===== config.mk =====
export PLATFORM = sky130hd
export DESIGN_NAME = dsp_mac_pipe
export DESIGN_NICKNAME = d
export VERILOG_FILES = /design/src/rtl/dsp_mac_pipe.sv
export SDC_FILE = /design/constraint.sdc
export NUM_CORES = 1
export LEC_CHECK = 0
export CAP_MARGIN = 20
export CORE_MARGIN = 2
export CORE_UTILIZATION = 50
export CTS_CLUSTER_DIAMETER = 40
export DETAILED_ROUTE_END_ITERATION = 10
export MAX_ROUTING_LAYER = met4
export PLACE_DENSITY = 0.72
export RECOVER_POWER = 50
export SYNTH_ARGS = -nofsm -noshare
export SYNTH_HDL_FRONTEND = slang
export SYNTH_SLANG_ARGS = --single-unit

===== constraint.sdc =====
create_clock -name clk -period 5.8 [get_ports clk]
set_clock_uncertainty 0.1 [all_clocks]
set_input_delay 1.16 -clock clk [delete_from_list [all_inputs] [get_ports clk]]
set_output_delay 1.16 -clock clk [all_outputs]
set_load 0.1 [all_outputs]

===== src/rtl/dsp_mac_pipe.sv =====
// Pre-add / multiply / post-add MAC: P = (acc ? P : C) + A*(D +/- B), optional bypass.
// Latency 4 ce-enabled cycles from in_valid to out_valid, one result per ce-cycle.
// No backpressure: ce low freezes every stage; in_valid-low beats travel as bubbles.
module dsp_mac_pipe #(
    parameter int A_W    = 18,
    parameter int BD_W   = 18,
    parameter int C_W    = 48,
    parameter int P_W    = 48,
    parameter int SIGNED = 0
) (
    input  logic            clk,
    input  logic            rst_n,
    input  logic            ce,
    input  logic            in_valid,
    input  logic [2:0]      opmode,
    input  logic [A_W-1:0]  A,
    input  logic [BD_W-1:0] B,
    input  logic [BD_W-1:0] D,
    input  logic [C_W-1:0]  C,
    input  logic            clr_acc,
    output logic [P_W-1:0]  P,
    output logic            out_valid,
    output logic            ovf
);
    localparam int PA_W = BD_W + 1;
    localparam int M_W  = A_W + BD_W + 1;
    localparam bit SGN  = (SIGNED != 0);

    logic [A_W-1:0]  a1_q, a2_q;
    logic [BD_W-1:0] b1_q, d1_q;
    logic [C_W-1:0]  c1_q, c2_q, c3_q;
    logic [2:0]      op1_q;
    logic            acc2_q, acc3_q;
    logic            v1_q, v2_q, v3_q;
    logic [PA_W-1:0] pa2_q;
    logic [M_W-1:0]  m3_q;
    logic [P_W-1:0]  p_q;
    logic            ovf_q, vld_q;

    logic [PA_W-1:0] bx, dx, pa_d;
    logic [M_W-1:0]  ax, pax, m_d;
    logic [P_W-1:0]  cx, mx, acc_op;
    logic [P_W:0]    sum_d;
    logic            ovf_d;

    always_comb begin
        bx = '0;
        dx = '0;
        if (SGN) begin
            bx = PA_W'($signed(b1_q));
            dx = PA_W'($signed(d1_q));
        end else begin
            bx = PA_W'(b1_q);
            dx = PA_W'(d1_q);
        end
        pa_d = '0;
        if (op1_q[1])
            pa_d = bx;
        else if (op1_q[0])
            pa_d = dx - bx;
        else
            pa_d = dx + bx;
    end

    // Operands widened to the full product width so the low M_W bits are exact for both signednesses.
    always_comb begin
        ax  = '0;
        pax = '0;
        if (SGN) begin
            ax  = M_W'($signed(a2_q));
            pax = M_W'($signed(pa2_q));
        end else begin
            ax  = M_W'(a2_q);
            pax = M_W'(pa2_q);
        end
        m_d = ax * pax;
    end

    always_comb begin
        cx = '0;
        mx = '0;
        if (SGN) begin
            cx = P_W'($signed(c3_q));
            mx = P_W'($signed(m3_q));
        end else begin
            cx = P_W'(c3_q);
            mx = P_W'(m3_q);
        end
        acc_op = '0;
        if (!acc3_q)
            acc_op = cx;
        else if (!clr_acc)
            acc_op = p_q;
        sum_d = {1'b0, acc_op} + {1'b0, mx};
        ovf_d = sum_d[P_W];
        if (SGN)
            ovf_d = (acc_op[P_W-1] == mx[P_W-1]) && (sum_d[P_W-1] != acc_op[P_W-1]);
    end

    always_ff @(posedge clk or negedge rst_n) begin
        if (!rst_n) begin
            a1_q   <= '0;
            b1_q   <= '0;
            d1_q   <= '0;
            c1_q   <= '0;
            op1_q  <= '0;
            v1_q   <= 1'b0;
            a2_q   <= '0;
            pa2_q  <= '0;
            c2_q   <= '0;
            acc2_q <= 1'b0;
            v2_q   <= 1'b0;
            m3_q   <= '0;
            c3_q   <= '0;
            acc3_q <= 1'b0;
            v3_q   <= 1'b0;
            p_q    <= '0;
            ovf_q  <= 1'b0;
            vld_q  <= 1'b0;
        end else if (ce) begin
            a1_q   <= A;
            b1_q   <= B;
            d1_q   <= D;
            c1_q   <= C;
            op1_q  <= opmode;
            v1_q   <= in_valid;
            a2_q   <= a1_q;
            pa2_q  <= pa_d;
            c2_q   <= c1_q;
            acc2_q <= op1_q[2];
            v2_q   <= v1_q;
            m3_q   <= m_d;
            c3_q   <= c2_q;
            acc3_q <= acc2_q;
            v3_q   <= v2_q;
            vld_q  <= v3_q;
            if (v3_q) begin
                p_q   <= sum_d[P_W-1:0];
                ovf_q <= ovf_d;
            end else if (clr_acc) begin
                p_q   <= '0;
                ovf_q <= 1'b0;
            end
        end
    end

    assign P         = p_q;
    assign ovf       = ovf_q;
    assign out_valid = vld_q;
endmodule

==> impl_metrics.yaml, run 1 <==
cts:
  cts.sinks: 330
  cts_tree: "built"
  hold_buffers: 0
  numCtsBuffers: 50
  max-clock-path-buffers: 3
  clk_latency_ps: 610
  cts_root_buf: "clkbuf_16"
  clk_pin_slew_ps: 60
  htree_levels: 2
route:
  first_pass_iters: 5
  via_count: 21024
  avgRoutedWirePerCell_um: 18.0
  dr.first_iter.drc_count: 1269
  viasPerCell: 5.50
  drc: 0
  wirelength_mm: 68.8
  antenna_left: 0
global_routing:
  track_usage_pct: 25.8
  gr-usage-met3_pct: 2.83
  gr-usage-met2_pct: 43.5
  grt_remaining_overflow: 0
  busiest_layer: "met2"
  first_global_vias: 22151
  grt_antenna_before_repair: 0
  grtUsageMet1_pct: 32.8
  grt_max_degree: 177
  grt_pass1_wl_mm: 114
synthesis:
  netlist.area_leader.share_pct: 30.0
  ys.flop_type: "dfrtp_1"
  synth.distinct_cells: 71
  synth_area_sq_um: 27500
  synth_seq_cells: 330
  yosysWarningCount: 0
  async_flop_share_pct: 100
  yosys.area.top_type: "dfrtp_1"
  synth_area_leaders: "dfrtp_1, fa_1, mux2_2, ha_1, nand2_1"
  ys_seq_area_share_pct: 30.0
  syn_area_per_cell_sq_um: 9.65
  syn_nets: 3399
  synth_enable_flop_cells: 0
  synth_cells: 2848
placed_design:
  gp_congestion: 0.922
  pre_cts_ws_ps: -405
  dpl_cell_area_sq_um: 30700
  portBuffers: 159
  dp_hpwl_mm: 53.3
floorplan:
  row_count: 85
  die-area_sq_um: 56900
  initial_core_util_pct: 50.8
  core_area_sq_um: 54100
  ioPinCount: 160
  die_x_um: 238
  die_h_um: 238
critical_path:
  critical-path-top-delay-family: "adder cells"
  endpoint_kind: "flip-flop"
  slowest_delay_ps: 610
  crit_top_cell: "fa_1"
  worstSetupStartpointType: "flip-flop"
  worstPathArrival_ps: 6420
  cp_slowest_cell: "or4_1"
  cp_max_fo: 5
  crit_chain: "buf_6 > and2_4 > fa_1 > inv_2 > fa_1 > inv_1 > fa_1 > fa_2 > fa_1 > inv_1 > fa_1 > inv_2 > ha_4 > or4_1 > o311ai_4 > buf_6 > o21ai_4 > a31oi_4 > o31ai_2 > xor2_1 > mux2_2"
  crit_type: "reg -> reg"
  crit_buf_inv: 6
  required_ps: 6190
status:
  violations: "max-capacitance violations, max-slew violations, negative setup slack"
  outcome: "finished, violations left"
sta:
  post-route-period-util_pct: 104
  finalCriticalPeriod_ps: 6030
  hold_viol: 0
  rsz0062_at_grt: "yes"
  max_freq_mhz: 166
  worst_pin_slew_ps: 3580
  setup_viol: 18
  relSlewSlack_pct: -139
  slew_viol_final: 187
  setup_slack_ps: -228
layout:
  drive_above_1_share_pct: 18.5
  final_area_sq_um: 33000
  regArea_sq_um: 8280
  fill_cells: 4439
  insertedDiodeCount: 0
  multiInputGateArea_sq_um: 17500
  nets: 3634
  areaGrowthSynthToFinish_pct: 20.0
flow_run:
  cap_violations: 2
hold_path:
  hp-class: "reg -> reg"
==> synthesized netlist by cell type, types with 4 or more instances <==
cell      number
a31oi_1        9
or2_1          4
nand3_1       25
a211oi_1       9
o31ai_1        5
o21a_1        15
mux2i_1       15
a221o_1        4
a21oi_1      124
a21o_1        38
xnor2_1       68
o21ai_1       29
nor3_1        16
xor2_1        28
clkbuf_1     150
o211ai_1       4
o21bai_1      20
fa_1         274
and2_1       138
nand2_1      395
and3_1         7
o21ai_0      153
ha_1         167
nor2_1        96
or3_1          8
nor4_1         5
a32oi_1        4
mux2_2       210
nand4_1       18
o22ai_1        5
inv_1        384
buf_2          4
buf_1          4
nand2b_1      12
dfrtp_1      330
nor2b_1       21
==> routing by layer <==
metal	vias to the layer above	wire length [um]
li1	9682	-
met1	10617	28800
met3	148	3110
met2	577	34700
met5	-	0
met4	0	2200
==> flip-flops by register name, summed over array words and instances (netlist names) <==
name,flops
P,48
c1_q,48
c2_q,48
c3_q,48
m3_q,37
pa2_q,19
a1_q,18
a2_q,18
b1_q,18
d1_q,18
op1_q,3
acc2_q,1
acc3_q,1
out_valid,1
ovf,1
v1_q,1
v2_q,1
v3_q,1
==> layout by cell type, fill, tap and decap left out, types with 8 or more instances in the layout <==
cell             synthesis  routed
nand2_1                395     392
inv_1                  384     376
dfrtp_1                330     312
fa_1                   274     268
mux2_2                 210     207
ha_1                   167     160
clkdlybuf4s50_1          0     157
buf_4                    0     154
o21ai_0                153     151
and2_1                 138     127
a21oi_1                124     116
nor2_1                  96      95
xnor2_1                 68      67
clkbuf_16                0      50
a21o_1                  38      38
xor2_1                  28      28
o21ai_1                 29      27
nand3_1                 25      25
o21bai_1                20      20
buf_6                    0      19
nor2b_1                 21      18
nand4_1                 18      18
dfrtp_2                  0      18
nor3_1                  16      16
mux2i_1                 15      15
o21a_1                  15      14
nand2b_1                12      12
inv_6                    0      12
and2_4                   0      11
a31oi_1                  9       9
inv_2                    0       8
or3_1                    8       8
a211oi_1                 9       8
==> layout make-up <==
type                       instances  area share [%]
clock buffer                      59            4.02
clock inverter                    35            1.36
inverter                         384            4.37
multi-input combinational       1976            53.1
sequential                       330            25.1
tap                              696            2.64
timing repair buffer             341            9.43
==> final timing paths <==
| path | start | endpoint | slack [ps] | depth (start not counted) |
|---|---|---|---|---|
| hold reg to reg | c2_q[46]$_DFFE_PN0P_ | c3_q[46]$_DFFE_PN0P_ | 380 | 2 |
| setup / recovery | a2_q[6]$_DFFE_PN0P_ | m3_q[34]$_DFFE_PN0P_ | -230 | 21 |
| min in group asynchronous | rst_n | c1_q[14]$_DFFE_PN0P_ | 1670 | 1 |
| max in group asynchronous | rst_n | b1_q[7]$_DFFE_PN0P_ | 600 | 2 |
| setup reg to reg | a2_q[6]$_DFFE_PN0P_ | m3_q[34]$_DFFE_PN0P_ | -230 | 21 |
| hold / removal | c2_q[46]$_DFFE_PN0P_ | c3_q[46]$_DFFE_PN0P_ | 380 | 2 |
==> worst register-to-register path: stages, from the launching register on <==
cell	delay [ps]
dfrtp_2	440
buf_6	140
and2_4	140
fa_1	550
inv_2	40
fa_1	520
inv_1	60
fa_1	550
fa_2	440
fa_1	490
inv_1	50
fa_1	490
inv_2	50
ha_4	160
or4_1	610
o311ai_4	140
buf_6	180
o21ai_4	70
a31oi_4	210
o31ai_2	90
xor2_1	180
mux2_2	270
==> repair_timing <==
item                       4_1_cts  5_1_grt
buffers inserted                24        9
hold endpoints to repair         0        0
setup endpoints to repair       18       20
resized for setup               79       27
pin swaps                       37       44
==> per-stage QoR <==
stage                     setup TNS, ps  std cells  util, %  hold WS [ps]
after floorplan                    -175       2848        -           349
after global placement            -3180       3697     56.6           369
after detailed placement          -4920       3697     56.6           374
after CTS                         -1430       3813     60.7           387
after global routing             -38780       3821     60.9           412
final                             -2600       3821     60.9           384
==> cell families after synthesis <==
family	share of synthesized area, %
AND/OR/NAND/NOR	12.7
buffers and inverters	7.42
AO/OA/AOI/OAI	10.1
adder cells (fa/ha/maj)	27.6
flip-flops	30.0
multiplexers	9.15
XOR/XNOR	3.06
Power of run 1 is left out: the tool's default activity adds up to more than one toggle a clock period on the data nets, which glitch-free logic cannot reach.
==> inputs of run 2 (changes only) <==
--- a/config.mk
+++ b/config.mk
@@ -12,7 +12,6 @@
 export DETAILED_ROUTE_END_ITERATION = 10
 export MAX_ROUTING_LAYER = met4
 export PLACE_DENSITY = 0.72
-export RECOVER_POWER = 50
 export SYNTH_ARGS = -nofsm -noshare
 export SYNTH_HDL_FRONTEND = slang
 export SYNTH_SLANG_ARGS = --single-unit
==> run 2 against run 1 <==
- first-iteration DRC count is 4.6% lower
- critical endpoint is now m3_q[26]$_DFFE_PN0P_
- worst hold slack hardly changed
- via count is 0.30% lower
- die area stayed put
- maximum frequency hardly changed
- the run ends with negative setup slack left
==> impl_metrics.yaml, run 2 (synthesis gave the netlist of run 1 again) <==
critical_path:
  r2r_start: "pa2_q[8]$_DFFE_PN0P_"
  worstSetupStartpointType: "flip-flop"
  endpoint_kind: "flip-flop"
  worstPathArrival_ps: 6420
  crit_start: "pa2_q[8]$_DFFE_PN0P_"
  cp_max_fo: 5
  required_ps: 6190
  crit_type: "reg -> reg"
layout:
  drive_above_1_share_pct: 18.5
  areaGrowthSynthToFinish_pct: 20.1
  insertedDiodeCount: 0
  utilization_pct: 61.0
  nets: 3634
  final_cell_mix: "nand2_1, inv_1, dfrtp_1"
  mostFrequentLayoutCell: "nand2_1"
route:
  via_count: 20960
  drc: 0
  first_pass_iters: 6
  dr.first_iter.drc_count: 1211
  viasPerCell: 5.49
  wirelength_mm: 68.6
  avgRoutedWirePerCell_um: 18.0
  antenna_left: 0
cts:
  cts.sinks: 330
  cts_root_buf: "clkbuf_16"
  clk_pin_slew_ps: 60
  cts_tree: "built"
  numCtsBuffers: 50
  htree_levels: 2
  clk_latency_ps: 610
  max-clock-path-buffers: 3
global_routing:
  grt_max_degree: 177
  grt_antenna_before_repair: 0
  first_global_vias: 22151
  track_usage_pct: 25.8
  grt_remaining_overflow: 0
  grt_pass1_wl_mm: 114
sta:
  setup_viol: 18
  slew_viol_final: 0
  finalCriticalPeriod_ps: 6030
  setup_slack_ps: -229
  rsz0062_at_grt: "yes"
  max_freq_mhz: 166
  hold_viol: 0
  post-route-period-util_pct: 104
  worst_pin_slew_ps: 1050
  relSlewSlack_pct: 29.5
floorplan:
  initial_core_util_pct: 50.8
  die_h_um: 238
  die-area_sq_um: 56900
  die_x_um: 238
  row_count: 85
  ioPinCount: 160
  core_area_sq_um: 54100
placed_design:
  portBuffers: 159
  dp_hpwl_mm: 53.3
  gp_congestion: 0.922
hold_path:
  hp-class: "reg -> reg"
  hp-start: "c2_q[46]$_DFFE_PN0P_"
status:
  violations: "negative setup slack"
  outcome: "finished, violations left"
flow_run:
  cap_violations: 0
[run 2: changes by cell type in the layout (fill, tap and decap cells not counted), sizes merged]
cell / previous run / this run
buf: 181 / 184
clkbuf: 62 / 59
[run 2: timing repair]
item	CTS	global route
setup buffers	24	9
pin swaps	37	44
hold buffers	0	0
gates resized for setup	79	27
endpoints found under the setup margin	18	20
[run 2: final cells by class]
type	instances	area, sq um
clock inverter	35	448
multi-input combinational	1976	17500
tap	696	871
sequential	330	8280
fill	4433	21100
inverter	384	1440
clock buffer	59	1330
timing repair buffer	341	3150
[run 2: worst paths after layout]
| check | depth (start not counted) | endpoint | slack, ps |
|---|---|---|---|
| min | 2 | c3_q[46]$_DFFE_PN0P_ | 380 |
| max in group asynchronous | 2 | P[38]$_DFFE_PN0P_ | 4020 |
| min reg2reg | 2 | c3_q[46]$_DFFE_PN0P_ | 380 |
| max reg2reg | 23 | m3_q[26]$_DFFE_PN0P_ | -230 |
| min in group asynchronous | 1 | c1_q[14]$_DFFE_PN0P_ | 400 |
| max | 23 | m3_q[26]$_DFFE_PN0P_ | -230 |
[run 2: worst max-delay path, stage by stage (launching register included)]
cell and delay, ps:
dfrtp_2 430, buf_6 140, nand2_4 40, fa_1 510
fa_2 590, fa_1 420, fa_1 500, inv_1 50
fa_1 500, inv_1 50, fa_1 470, inv_1 60
ha_4 270, nand4_1 140, nor4b_2 280, or2_4 180
o311ai_4 110, buf_6 160, o21ai_4 150, a31oi_4 130
buf_6 130, buf_6 100, xnor2_2 120, mux2_4 250
[run 2: routing by layer]
layer | share of wire [%] | GRT usage [%] | up-vias
met5 | 0 | - | -
met4 | 3.2 | 8.33 | 0
met3 | 4.7 | 2.83 | 148
met2 | 50 | 43.5 | 540
met1 | 42 | 32.8 | 10589
li1 | - | - | 9683
[run 2: per-stage QoR]
stage / TNS (ps) / hold WS (ps) / worst slack [ps] / instance area [sq um] / std cells
floorplan: -175 / 349 / -75.7 / 27700 / 2848
global placement: -3180 / 369 / -297 / 30700 / 3697
detailed placement: -4920 / 374 / -405 / 30700 / 3697
CTS: -1430 / 387 / -199 / 32900 / 3813
global route: -5790 / 412 / -459 / 33000 / 3821
finish: -2580 / 383 / -229 / 33000 / 3821
Power of run 2 is left out for the same reason.
